$ cat config.mk
export PLATFORM = sky130hd
export DESIGN_NAME = conv_encoder_tx
export DESIGN_NICKNAME = d
export VERILOG_FILES = /design/src/rtl/conv_encoder_tx.sv
export SDC_FILE = /design/constraint.sdc
export NUM_CORES = 1
export LEC_CHECK = 0
export BUFFER_PORTS_ARGS = -buffer_cell sky130_fd_sc_hd__buf_2
export CAP_MARGIN = 20
export CORE_MARGIN = 10
export CORE_UTILIZATION = 49
export CTS_CLUSTER_SIZE = 12
export DETAILED_ROUTE_END_ITERATION = 6
export PLACE_DENSITY = 0.67
export SETUP_SLACK_MARGIN = 0.5
export SLEW_MARGIN = 20
export SYNTH_ARGS = -nofsm -noshare
export SYNTH_HDL_FRONTEND = slang
export SYNTH_SLANG_ARGS = --single-unit
export TNS_END_PERCENT = 50
$ cat constraint.sdc
create_clock -name clk -period 2.05 [get_ports clk]
set_input_delay 0.615 -clock clk [delete_from_list [all_inputs] [get_ports clk]]
set_output_delay 0.615 -clock clk [all_outputs]
set_load 0.005 [all_outputs]
$ cat src/rtl/conv_encoder_tx.sv
// conv_encoder_tx
//   Transmit-side rate-1/2 convolutional encoder.
//   - Takes one data bit per cycle over a valid/ready handshake.
//   - Produces one registered 2-bit code symbol for each accepted bit.
//   - Groups data into frames of FRAME_LEN bits. After each frame it appends K-1 zero tail
//     bits, so the decoder trellis starts and ends in state 0.
//
// Ports
//   clk               rising-edge clock
//   rst               asynchronous reset, active high
//   encoder_i         data bit, sampled when enable_encoder_i && ready_o
//   enable_encoder_i  input valid
//   ready_o           encoder accepts a data bit this cycle (low during the tail)
//   encoder_o         code symbol {c0,c1}; c0 uses G0 and c1 uses G1
//   valid_o           encoder_o carries a new symbol (one cycle per symbol)
//   sof_o             with valid_o: first symbol of a frame
//   eof_o             with valid_o: last tail symbol of a frame
//   busy_o            a frame is in progress (FSM not IDLE)
//   word_ct           data bits accepted since reset, wraps mod 2^CNT_W
module conv_encoder_tx #(
  parameter int             K         = 3,
  parameter logic [K-1:0]   G0        = 3'b111,
  parameter logic [K-1:0]   G1        = 3'b101,
  parameter int             FRAME_LEN = 256,
  parameter int             CNT_W     = 16
) (
  input  logic             clk,
  input  logic             rst,
  input  logic             encoder_i,
  input  logic             enable_encoder_i,
  output logic             ready_o,
  output logic [1:0]       encoder_o,
  output logic             valid_o,
  output logic             sof_o,
  output logic             eof_o,
  output logic             busy_o,
  output logic [CNT_W-1:0] word_ct
);

  // Tail counter only needs to reach K-2.
  localparam int TW = (K > 2) ? $clog2(K - 1) : 1;
  localparam logic [TW-1:0]    TAIL_LAST  = TW'(K - 2);
  localparam logic [CNT_W-1:0] FRAME_LAST = CNT_W'(FRAME_LEN - 1);

  typedef enum logic [1:0] {IDLE, DATA, TAIL} state_t;

  state_t           state_q, state_d;
  logic [K-2:0]     sr_q, sr_d;
  logic [CNT_W-1:0] cnt_q, cnt_d;
  logic [CNT_W-1:0] word_ct_q, word_ct_d;
  logic [TW-1:0]    tail_q, tail_d;
  logic [1:0]       sym_q, sym_d;
  logic             valid_q, valid_d;
  logic             sof_q, sof_d;
  logic             eof_q, eof_d;

  logic             ready;
  logic             accept;
  logic             enc_bit;
  logic [K-1:0]     enc_vec;
  logic [1:0]       enc_sym;
  logic [K-2:0]     sr_shift;

  assign ready   = (state_q != TAIL);
  assign accept  = enable_encoder_i && ready;

  // During the tail the encoder is fed zeros, whatever is on encoder_i.
  assign enc_bit  = (state_q == TAIL) ? 1'b0 : encoder_i;
  assign enc_vec  = {enc_bit, sr_q};
  assign enc_sym  = {^(enc_vec & G0), ^(enc_vec & G1)};
  // The upper K-1 bits of the vector are exactly the shifted state {b, sr[K-2:1]}.
  assign sr_shift = enc_vec[K-1:1];

  always_comb begin
    state_d   = state_q;
    sr_d      = sr_q;
    cnt_d     = cnt_q;
    word_ct_d = word_ct_q;
    tail_d    = tail_q;
    sym_d     = sym_q;
    valid_d   = 1'b0;
    sof_d     = 1'b0;
    eof_d     = 1'b0;

    unique case (state_q)
      IDLE, DATA: begin
        if (accept) begin
          sr_d      = sr_shift;
          sym_d     = enc_sym;
          valid_d   = 1'b1;
          sof_d     = (state_q == IDLE);
          word_ct_d = word_ct_q + 1'b1;
          // cnt_q is 0 in IDLE, so a one-bit frame goes straight to the tail.
          if (cnt_q == FRAME_LAST) begin
            state_d = TAIL;
            cnt_d   = cnt_q;
          end else begin
            state_d = DATA;
            cnt_d   = cnt_q + 1'b1;
          end
        end
      end
      TAIL: begin
        sr_d    = sr_shift;
        sym_d   = enc_sym;
        valid_d = 1'b1;
        if (tail_q == TAIL_LAST) begin
          eof_d   = 1'b1;
          state_d = IDLE;
          tail_d  = '0;
          cnt_d   = '0;
          sr_d    = '0;
        end else begin
          tail_d  = tail_q + 1'b1;
        end
      end
      default: begin
        state_d = IDLE;
      end
    endcase
  end

  always_ff @(posedge clk or posedge rst) begin
    if (rst) begin
      state_q   <= IDLE;
      sr_q      <= '0;
      cnt_q     <= '0;
      word_ct_q <= '0;
      tail_q    <= '0;
      sym_q     <= 2'b00;
      valid_q   <= 1'b0;
      sof_q     <= 1'b0;
      eof_q     <= 1'b0;
    end else begin
      state_q   <= state_d;
      sr_q      <= sr_d;
      cnt_q     <= cnt_d;
      word_ct_q <= word_ct_d;
      tail_q    <= tail_d;
      sym_q     <= sym_d;
      valid_q   <= valid_d;
      sof_q     <= sof_d;
      eof_q     <= eof_d;
    end
  end

  assign ready_o   = ready;
  assign busy_o    = (state_q != IDLE);
  assign encoder_o = sym_q;
  assign valid_o   = valid_q;
  assign sof_o     = sof_q;
  assign eof_o     = eof_q;
  assign word_ct   = word_ct_q;

endmodule

==> summary.txt, run 1 <==
Synthesis
  • Synth unique cells: 40
  • Synth Flop Type: dfrtp_1
  • Post-synth EDFFs: 0
  • XOR/XNOR Fraction of Synth Area: 0.0733
  • Synthesized flop and latch total: 42
  • Post-Synthesis Net Count: 204
  • Synth Area in Simple Gates: 0.219
  • Mapped Avg Cell Area: 10.3 µm²
  • YS warnings: 0
  • Post-Syn Area: 0.00203 mm²
  • Sequential fraction of the synthesis area: 0.517
  • Mux cell area share after synthesis: 0.00985
  • Main combinational cell family by area after synthesis: simple AND/OR/NAND/NOR gates
  • Post-synthesis adder-cell area fraction: 0.0123
  • Async SR Flop Fraction: 1.00
  • Compound-cell area share of the yosys netlist: 0.135
  • Syn Inst Count: 198

Global routing
  • Grt ovf: 0
  • Initial antenna violation count: 0
  • Vias in the first global route: 1740
  • Wire length of the first global-routing pass: 8180 µm
  • Largest net degree at the start of global routing: 43
  • Total GRT Usage: 0.133

Timing
  • Worst-Margin Slew: 0.536 ns
  • Setup violations, final: 0
  • RSZ-0062 raised after global routing: true
  • Max Slew Vio Count: 0
  • Skew final: 0.00728 ns
  • Final Worst Setup Slack: 0.288 ns
  • Slew HR: 0.642
  • Max frequency: 567 MHz
  • Final Hold Viols: 0
  • Fin crit period: 1.76 ns
  • Fin crit share: 0.860
  • Setup TNS: 0 ns

Final layout
  • Register Area: 0.00106 mm²
  • Most common cell after layout, fill and taps aside: dfrtp_1
  • Final nets: 256
  • P&R area growth vs syn: 31.6%
  • Finished Layout Cells: 301
  • Fillers: 304
  • Fraction of layout cells with a size suffix above 1: 0.355
  • # diodes: 0
  • Most frequent cells in the layout: 33 x dfrtp_1, 26 x nand2_1, 24 x buf_2
  • Area taken by multi-input logic gates: 0.00103 mm²

Clock network
  • Clock Latency Late Sink: 0.29 ns
  • Clock Pin Slew Worst Setup and Hold Paths: 0.08 ns
  • Hold buffer count at CTS: 0
  • CTS tree: yes
  • CTS Buffer Depth: 2
  • Clock sinks: 42
  • CTS Buf Count: 5
  • Root Buffer: clkbuf_8
  • CTS H-tree lvls: 2

Worst setup path
  • Required time worst endpoint: 2.23 ns
  • Startpoint Class: flop
  • Worst-path maximum fanout: 6
  • Crit path cell chain: ha_2, and4_4, nand4_1, o211a_1, a211o_1
  • Crit. End Element: flop
  • Slowest Stage Delay on Critical Path: 0.39 ns
  • Critical path arrival: 1.94 ns
  • Slowest CP cell: dfrtp_1
  • Flop2flop setup slack: 0.29 ns
  • Worst Setup Path Type: flop to flop

Floorplan
  • Std cell rows: 23
  • Die area: 0.00712 mm²
  • Initial Utilization: 0.508
  • Die X: 84.4 µm
  • Ports: 27
  • Core Box Area: 0.00400 mm²
  • Chip Height: 84.4 µm

Routing
  • Via Count: 1679
  • DR DRC count: 0
  • DR WL/cell: 16.0 µm
  • Routed Antenna Nets: 0
  • DR iter-0 viols: 112
  • Final WL: 4810 µm
  • TritonRoute pass-1 iters: 4
  • Via-to-Cell Ratio: 5.58

Pwr
  • Power, Total: 0.00244 W
  • Power Density: 912 mW/mm²
  • Peak supply drop: 0.000524 V
  • P_leak: 1.29 nW

Place
  • Placer Congestion: 0.837
  • Pre-CTS setup slack: 0.103 ns
  • Port buffer count: 26
  • Inst Count DP: 276
  • DP HPWL: 3200 µm

Outcome
  • Status: finished, final reports clean

Min path
  • Type of the tightest min-delay check: primary input to asynchronous set/reset pin

Run
  • Max-cap violations: 0
[timing repair]
item                                    CTS  global route
endpoints found under the setup margin   24            31
pin swaps                                 8             8
setup buffers                            11             6
resized for setup                        14            15
[critical path, delay by kind of cell (launching register included)]
kind,cells,cell delay (ns)
flops,1,0.39
fa+ha+maj,1,0.20
simple gates,2,0.52
compound gates,2,0.54
[final timing paths]
| path | startpoint | endpoint | depth (start not counted) |
|---|---|---|---|
| setup / recovery | cnt_q[0]$_DFFE_PP0P_ | cnt_q[14]$_DFFE_PP0P_ | 5 |
| hold / removal | rst | valid_o$_DFF_PP0_ | 3 |
| setup reg to reg | cnt_q[0]$_DFFE_PP0P_ | cnt_q[14]$_DFFE_PP0P_ | 5 |
| hold reg to reg | word_ct[15]$_DFFE_PP0P_ | word_ct[15]$_DFFE_PP0P_ | 1 |
| max in group asynchronous | rst | cnt_q[4]$_DFFE_PP0P_ | 3 |
| min in group clk | word_ct[15]$_DFFE_PP0P_ | word_ct[15]$_DFFE_PP0P_ | 1 |
[per-stage QoR]
step / util / hold slack (ns) / instance area, µm²
after global placement: 0.586 / 0.458 / 2340
final: 0.668 / 0.362 / 2670
after CTS: 0.647 / 0.363 / 2590
after detailed placement: 0.586 / 0.461 / 2340
after global routing: 0.668 / 0.387 / 2670
after floorplan: - / 0.438 / 2140
[report_power, final]
part           switching, W  total, W  internal (W)
Combinational      0.000325  0.000672      0.000347
Clock              0.000282  0.000645      0.000363
Sequential         0.000152   0.00112      0.000968
[cell usage after synthesis, drive strengths merged (4+ instances only)]
master	n	area share
a211o	10	0.044
and3	7	0.023
buf	4	0.011
clkbuf	4	0.0074
dfrtp	42	0.52
inv	7	0.013
nand2	26	0.048
nand3	9	0.022
nand4	9	0.028
nor2	6	0.011
nor3	8	0.020
nor4	7	0.022
o211a	6	0.030
o21ai	5	0.012
xnor2	15	0.065
[registers in the layout, indices dropped and copies added (netlist names)]
signal	count
word_ct	16
state_q	2
valid_o	1
eof_o	1
encoder_o	2
tail_q	1
cnt_q	16
sof_o	1
sr_q	2
[cell families after synthesis]
group,after synthesis
AO/OA/AOI/OAI,34
XOR/XNOR,17
adder cells (fa/ha/maj),2
buffers and inverters,16
flip-flops,42
multiplexers,2
AND/OR/NAND/NOR,85
[cell type report]
cell class | count | area share
Sequential cell | 42 | 0.397
Multi-Input combinational cell | 140 | 0.384
Clock buffer | 6 | 0.0271
Clock inverter | 2 | 0.0140
Inverter | 8 | 0.0131
Tap cell | 50 | 0.0234
Timing Repair Buffer | 53 | 0.141
[per-layer routing]
layer  track usage  up-vias  part of all wire
li1              -      825                 -
met1         0.158      813              0.44
met2         0.225       37              0.50
met3        0.0454        4             0.056
met4        0.0344        0            0.0092
met5             0        -                 0
(Power assumes the default switching activity.)
==> run 2: changes to the inputs <==
REMOVE_ABC_BUFFERS = 1   (was default)
==> run 2 against run 1 <==
Count of clock-buffer cells in the layout unchanged. Non-clock buffer count is 14 higher. Power increased by 5.8%. Wire length increased by 18%. Final area increased by 5.7%. Hold slack improved by 0.083 ns. Cell count grew 5.0%. Critical path depth unchanged. Largest cell class is now multi-input gates. Highest routed layer unchanged.
==> summary.txt, run 2 (synthesis gave the netlist of run 1 again) <==
Floorplan
  • Core Box Area: 0.00400 mm² (unchanged)
  • Ports: 27 (unchanged)
  • Die area: 0.00712 mm² (unchanged)
  • Chip Height: 84.4 µm (unchanged)
  • Die X: 84.4 µm (unchanged)
  • Initial Utilization: 0.508 (unchanged)
  • Std cell rows: 23 (unchanged)

Routing
  • Final WL: 5650 µm (+18%)
  • Via-to-Cell Ratio: 6.07 (+8.9%)
  • DR DRC count: 0 (unchanged)
  • TritonRoute pass-1 iters: 4 (unchanged)
  • Via Count: 1919 (+14%)
  • DR iter-0 viols: 169 (+51%)
  • Routed Antenna Nets: 0 (unchanged)
  • DR WL/cell: 17.9 µm (+12%)

Timing
  • Fin crit share: 0.903 (+0.0434)
  • Skew final: 0.00541 ns (-0.00187 ns)
  • Setup TNS: 0 ns (unchanged)
  • Setup violations, final: 0 (unchanged)
  • Fin crit period: 1.85 ns (+0.0889 ns)
  • Worst-Margin Slew: 0.541 ns (+0.00537 ns)
  • RSZ-0062 raised after global routing: true
  • Final Worst Setup Slack: 0.199 ns (-0.0889 ns)
  • Final Hold Viols: 0 (unchanged)
  • Max frequency: 540 MHz (-4.8%)
  • Max Slew Vio Count: 0 (unchanged)
  • Slew HR: 0.639 (-0.00285)

Worst setup path
  • Reg2reg path depth: 5 (unchanged)
  • Worst Setup Path Type: flop to flop
  • Critical path arrival: 2.03 ns (+0.09 ns)
  • Required time worst endpoint: 2.23 ns (about the same)
  • Worst-path maximum fanout: 9 (+3)
  • Startpoint Class: flop
  • Crit. End Element: flop
  • Flop2flop setup slack: 0.20 ns (-0.09 ns)

Pwr
  • Power Density: 912 mW/mm² (about the same)
  • Peak supply drop: 0.000526 V (+0.34%)
  • P_leak: 1.38 nW (+7.5%)

Outcome
  • Status: finished, final reports clean

Final layout
  • # diodes: 0 (unchanged)
  • P&R area growth vs syn: 39.1%
  • Design area: 0.00283 mm² (+5.7%)
  • Fraction of layout cells with a size suffix above 1: 0.380 (+0.0251)
  • Most frequent cells in the layout: 41 x dfrtp_1, 33 x buf_4, 26 x nand2_1
  • Most common cell after layout, fill and taps aside: dfrtp_1
  • Final nets: 272 (+6.3%)

Clock network
  • CTS tree: yes
  • Clock Latency Late Sink: 0.30 ns (about the same)
  • Hold buffer count at CTS: 0 (unchanged)
  • CTS H-tree lvls: 2 (unchanged)
  • CTS Buf Count: 5 (unchanged)
  • Clock sinks: 42 (unchanged)
  • Root Buffer: clkbuf_8
  • Clock Pin Slew Worst Setup and Hold Paths: 0.08 ns (about the same)
  • CTS Buffer Depth: 2 (unchanged)

Place
  • Port buffer count: 26 (unchanged)
  • Placer Congestion: 0.837 (about the same)
  • DP HPWL: 3330 µm (+4.2%)
  • Pre-CTS setup slack: -0.00736 ns (-0.111 ns)
  • Post-placement cell area: 0.00229 mm² (-2.2%)

Global routing
  • Largest net degree at the start of global routing: 43 (unchanged)
  • Wire length of the first global-routing pass: 9050 µm (+11%)
  • Total GRT Usage: 0.150 (+0.0169)
  • Initial antenna violation count: 0 (unchanged)
  • Grt ovf: 0 (unchanged)
  • Vias in the first global route: 1860 (+6.9%)

Run
  • Max-cap violations: 0 (unchanged)

Min path
  • Type of the tightest min-delay check: primary input to asynchronous set/reset pin
run 2: area by class of cell:
type,count,area [µm²]
Fill cell,275,1170
Sequential cell,42,1050
Tap cell,50,62.6
Multi-Input combinational cell,142,1080
Clock inverter,1,30.0
Timing Repair Buffer,67,487
Clock buffer,6,82.6
Inverter,8,30.0
run 2: final timing paths:
kind                                    startpoint                       to
min                                            rst   word_ct[9]$_DFFE_PP0P_
min reg2reg                word_ct[15]$_DFFE_PP0P_  word_ct[15]$_DFFE_PP0P_
max in group asynchronous                      rst     cnt_q[3]$_DFFE_PP0P_
min in group clk           word_ct[15]$_DFFE_PP0P_  word_ct[15]$_DFFE_PP0P_
max reg2reg                   cnt_q[8]$_DFFE_PP0P_    cnt_q[15]$_DFFE_PP0P_
max                           cnt_q[8]$_DFFE_PP0P_    cnt_q[15]$_DFFE_PP0P_
run 2: repair_timing:
| item | in CTS | in global routing |
|---|---|---|
| buffers inserted | 16 | 11 |
| pin swaps | 10 | 16 |
| gates resized for setup | 18 | 23 |
| cloned | 2 | 0 |
| setup endpoints to repair | 23 | 36 |
run 2: where the power goes:
part | internal (W) | switching (W)
sequential | 0.000965 | 0.000151
clock | 0.000390 | 0.000281
combinational | 0.000401 | 0.000391
run 2: through the flow:
stage | hold slack (ns) | power, W | util | std cells
floorplan | 0.440 | 0.00143 | - | 190
global placement | 0.457 | 0.00161 | 0.573 | 280
detailed placement | 0.464 | 0.00165 | 0.573 | 280
CTS | 0.459 | 0.00246 | 0.657 | 305
global route | 0.513 | 0.00272 | 0.707 | 316
finish | 0.445 | 0.00258 | 0.707 | 316
run 2: critical path: stages (launching register included):
cell and delay, ns:
dfrtp_1 0.41, buf_6 0.13, nor4_4 0.40, a41o_2 0.38, nor2_1 0.07, a221o_1 0.34
run 2: metal layers:
metal / share of wire / global-route usage / wire, µm / vias to the layer above
met5: 0 / 0 / 0 / -
met2: 0.50 / 0.241 / 2810 / 83
met1: 0.41 / 0.185 / 2310 / 965
met4: 0.0083 / 0.0404 / 47 / 0
met3: 0.085 / 0.0570 / 481 / 6
li1: - / - / - / 865
==> run 3: changes to the inputs <==
PLACE_DENSITY = 0.69   (was 0.67)
clock period = 1.7 ns   (was 2.05 ns; I/O delays follow)
==> run 3 against run 2 <==
The run now ends with setup timing left. Clock skew is 0.0069 ns higher. Register-to-register slack worse by 0.37 ns. Critical endpoint unchanged. Utilization is 11 points higher. Largest cell class unchanged. Non-clock buffer count is 23 higher. First-iteration DRC count is 3.6% higher. Highest routed layer unchanged.
==> summary.txt, run 3 (synthesis gave the netlist of run 1 again) <==
Outcome
  • Status: finished with violations
  • Violated checks: setup timing

Global routing
  • Initial antenna violation count: 0 (unchanged)
  • GRT Max-Usage Layer: met2
  • Total GRT Usage: 0.154 (+0.00408)
  • Grt ovf: 0 (unchanged)
  • Vias in the first global route: 1924 (+3.4%)
  • GRT met1 Usage: 0.184 (-0.00124)
  • Met2 Track Usage GR: 0.263 (+0.0228)
  • Wire length of the first global-routing pass: 9200 µm (+1.7%)
  • Largest net degree at the start of global routing: 43 (unchanged)
  • M3 GR Usage: 0.0386 (-0.0184)

Worst setup path
  • Delay-heaviest family, CP: compound AO/OA/AOI/OAI gates
  • CP bufs+invs: 3 (+2)
  • Worst Setup Path Type: flop to flop
  • Critical path arrival: 2.04 ns (about the same)
  • Worst-path maximum fanout: 4 (-5)
  • Required time worst endpoint: 1.87 ns (-0.36 ns)
  • Worst path most repeated cell: buf_6
  • Crit. End Element: flop
  • Slowest Stage Delay on Critical Path: 0.41 ns (about the same)
  • Crit path cell chain: nor4_4, buf_4, buf_6, a41o_4, buf_6, nor2_1, a221o_1
  • Slowest CP cell: dfrtp_1
  • Startpoint Class: flop

Clock network
  • CTS tree: yes
  • Root Buffer: clkbuf_8
  • CTS Buf Count: 5 (unchanged)
  • Clock sinks: 42 (unchanged)
  • Clock Latency Late Sink: 0.30 ns (about the same)
  • CTS H-tree lvls: 2 (unchanged)
  • Hold buffer count at CTS: 0 (unchanged)
  • Clock Pin Slew Worst Setup and Hold Paths: 0.09 ns (about the same)
  • CTS Buffer Depth: 2 (unchanged)

Routing
  • DR DRC count: 0 (unchanged)
  • Via-to-Cell Ratio: 6.18 (+1.7%)
  • Via Count: 2082 (+8.5%)
  • DR WL/cell: 21.7 µm (+21%)
  • Routed Antenna Nets: 0 (unchanged)
  • Final WL: 7310 µm (+29%)
  • DR iter-0 viols: 175 (+3.6%)
  • TritonRoute pass-1 iters: 5 (+1)

Timing
  • Fin crit share: 1.10 (+0.198)
  • Fin crit period: 1.87 ns (+0.0201 ns)
  • Setup violations, final: 15 (+15)
  • Max Slew Vio Count: 0 (unchanged)
  • Worst-Margin Slew: 0.404 ns (-0.137 ns)
  • Slew HR: 0.730 (+0.0910)
  • RSZ-0062 raised after global routing: true
  • Max frequency: 534 MHz (-1.1%)
  • Skew final: 0.0123 ns (+0.00686 ns)
  • Final Worst Setup Slack: -0.171 ns (-0.370 ns)
  • Final Hold Viols: 0 (unchanged)

Final layout
  • Most frequent cells in the layout: 37 x dfrtp_1, 34 x buf_4, 31 x buf_6
  • Most common cell after layout, fill and taps aside: dfrtp_1
  • P&R area growth vs syn: 60.4%
  • Finished Layout Cells: 337 (+6.6%)
  • Fraction of layout cells with a size suffix above 1: 0.561 (+0.181)
  • Finished Core Util: 0.815 (+0.108)
  • # diodes: 0 (unchanged)
  • Final nets: 293 (+7.7%)
  • Fillers: 178 (-35%)

Pwr
  • Combinational power share: 0.389 (+0.082)
  • Net Sw Power: 0.00122 W (+48%)
  • Switching Fraction: 0.362 (+0.0430)
  • Power Density: 1030 mW/mm² (+13%)
  • P_leak: 1.59 nW (+15%)
  • Int Pwr: 0.00214 W (+22%)
  • Peak supply drop: 0.000544 V (+3.3%)
  • Clock share of power: 0.190 (-0.070)
  • Seq pwr share: 0.421 (-0.012)
  • Power, Total: 0.00336 W (+30%)

Floorplan
  • Initial Utilization: 0.508 (unchanged)
  • Core Box Area: 0.00400 mm² (unchanged)
  • Die X: 84.4 µm (unchanged)
  • Die area: 0.00712 mm² (unchanged)
  • Ports: 27 (unchanged)
  • Chip Height: 84.4 µm (unchanged)
  • Std cell rows: 23 (unchanged)

Place
  • Inst Count DP: 305 (+8.9%)
  • Placer Congestion: 0.805 (-3.8%)
  • DP HPWL: 3380 µm (+1.5%)
  • Pre-CTS setup slack: -0.258 ns (-0.251 ns)
  • Port buffer count: 26 (unchanged)

Min path
  • Type of the tightest min-delay check: primary input to asynchronous set/reset pin

Run
  • Max-cap violations: 0 (unchanged)
==> run 3: cell types whose count changed in the layout (fill, tap and decap cells not counted), moves of 5 or more <==
cell / change
buf_6: +24
nand2_1: -9
nand2_2: +6
nand3_1: -5
o21ai_0: -5
xnor2_1: -5
xnor2_2: +5
==> run 3: path summary, 6_finish.rpt <==
path                                         startpoint                 endpoint  slack (ns)  cells past startpoint
min in group clk                word_ct[15]$_DFFE_PP0P_  word_ct[15]$_DFFE_PP0P_        0.49                      1
worst max register to register    cnt_q[11]$_DFFE_PP0P_    cnt_q[15]$_DFFE_PP0P_       -0.17                      7
worst min-delay path                                rst   word_ct[9]$_DFFE_PP0P_        0.26                      3
worst min register to register  word_ct[15]$_DFFE_PP0P_  word_ct[15]$_DFFE_PP0P_        0.49                      1
worst max-delay path              cnt_q[11]$_DFFE_PP0P_    cnt_q[15]$_DFFE_PP0P_       -0.17                      7
max in group asynchronous                           rst     cnt_q[2]$_DFFE_PP0P_        1.22                      3
==> run 3: per-stage QoR <==
stage | hold WS, ns | TNS [ns] | instance area (µm²)
after global placement | 0.459 | -1.22 | 2490
after CTS | 0.261 | -0.595 | 2950
after detailed placement | 0.470 | -2.54 | 2490
after global routing | 0.282 | -2.28 | 3260
final | 0.262 | -1.50 | 3260
after floorplan | 0.440 | -5.95 | 1990
==> run 3: layout make-up <==
class	count	area, µm²	share of cell area
multi-input cells	140	1250	0.383
flip-flops and latches	42	1060	0.324
repair buffers	90	779	0.239
clock buffers	5	68.8	0.0211
well taps	50	62.6	0.0192
inverters	8	32.5	0.00998
clock inverters	2	10.0	0.00307
==> run 3: repair_timing <==
action,in CTS,in global routing
endpoints found under the setup margin,57,61
cloned,1,0
gates resized for setup,75,42
pin swaps,31,33
setup buffers,10,14
==> run 3: metal layers <==
| layer | wire, µm | part of all wire |
|---|---|---|
| met4 | 275 | 0.038 |
| met1 | 2860 | 0.39 |
| met2 | 3710 | 0.51 |
| met5 | 0 | 0 |
| met3 | 465 | 0.064 |
==> run 3: worst reg2reg max path, cell delays in order, from the launching register on <==
cell     delay, ns
dfrtp_1       0.41
nor4_4        0.32
buf_4         0.19
buf_6         0.10
a41o_4        0.23
buf_6         0.12
nor2_1        0.05
a221o_1       0.33
==> run 3: power by group through the flow <==
stage	sequential (W)	combinational, W	clock [W]
6_report	0.00141	0.00130	0.000639
5_1_grt	0.00143	0.00138	0.000675
4_1_cts	0.00134	0.000925	0.000627
3_5_place_dp	0.00135	0.000747	0
3_3_place_gp	0.00135	0.000731	0
2_1_floorplan	0.00135	0.000371	0
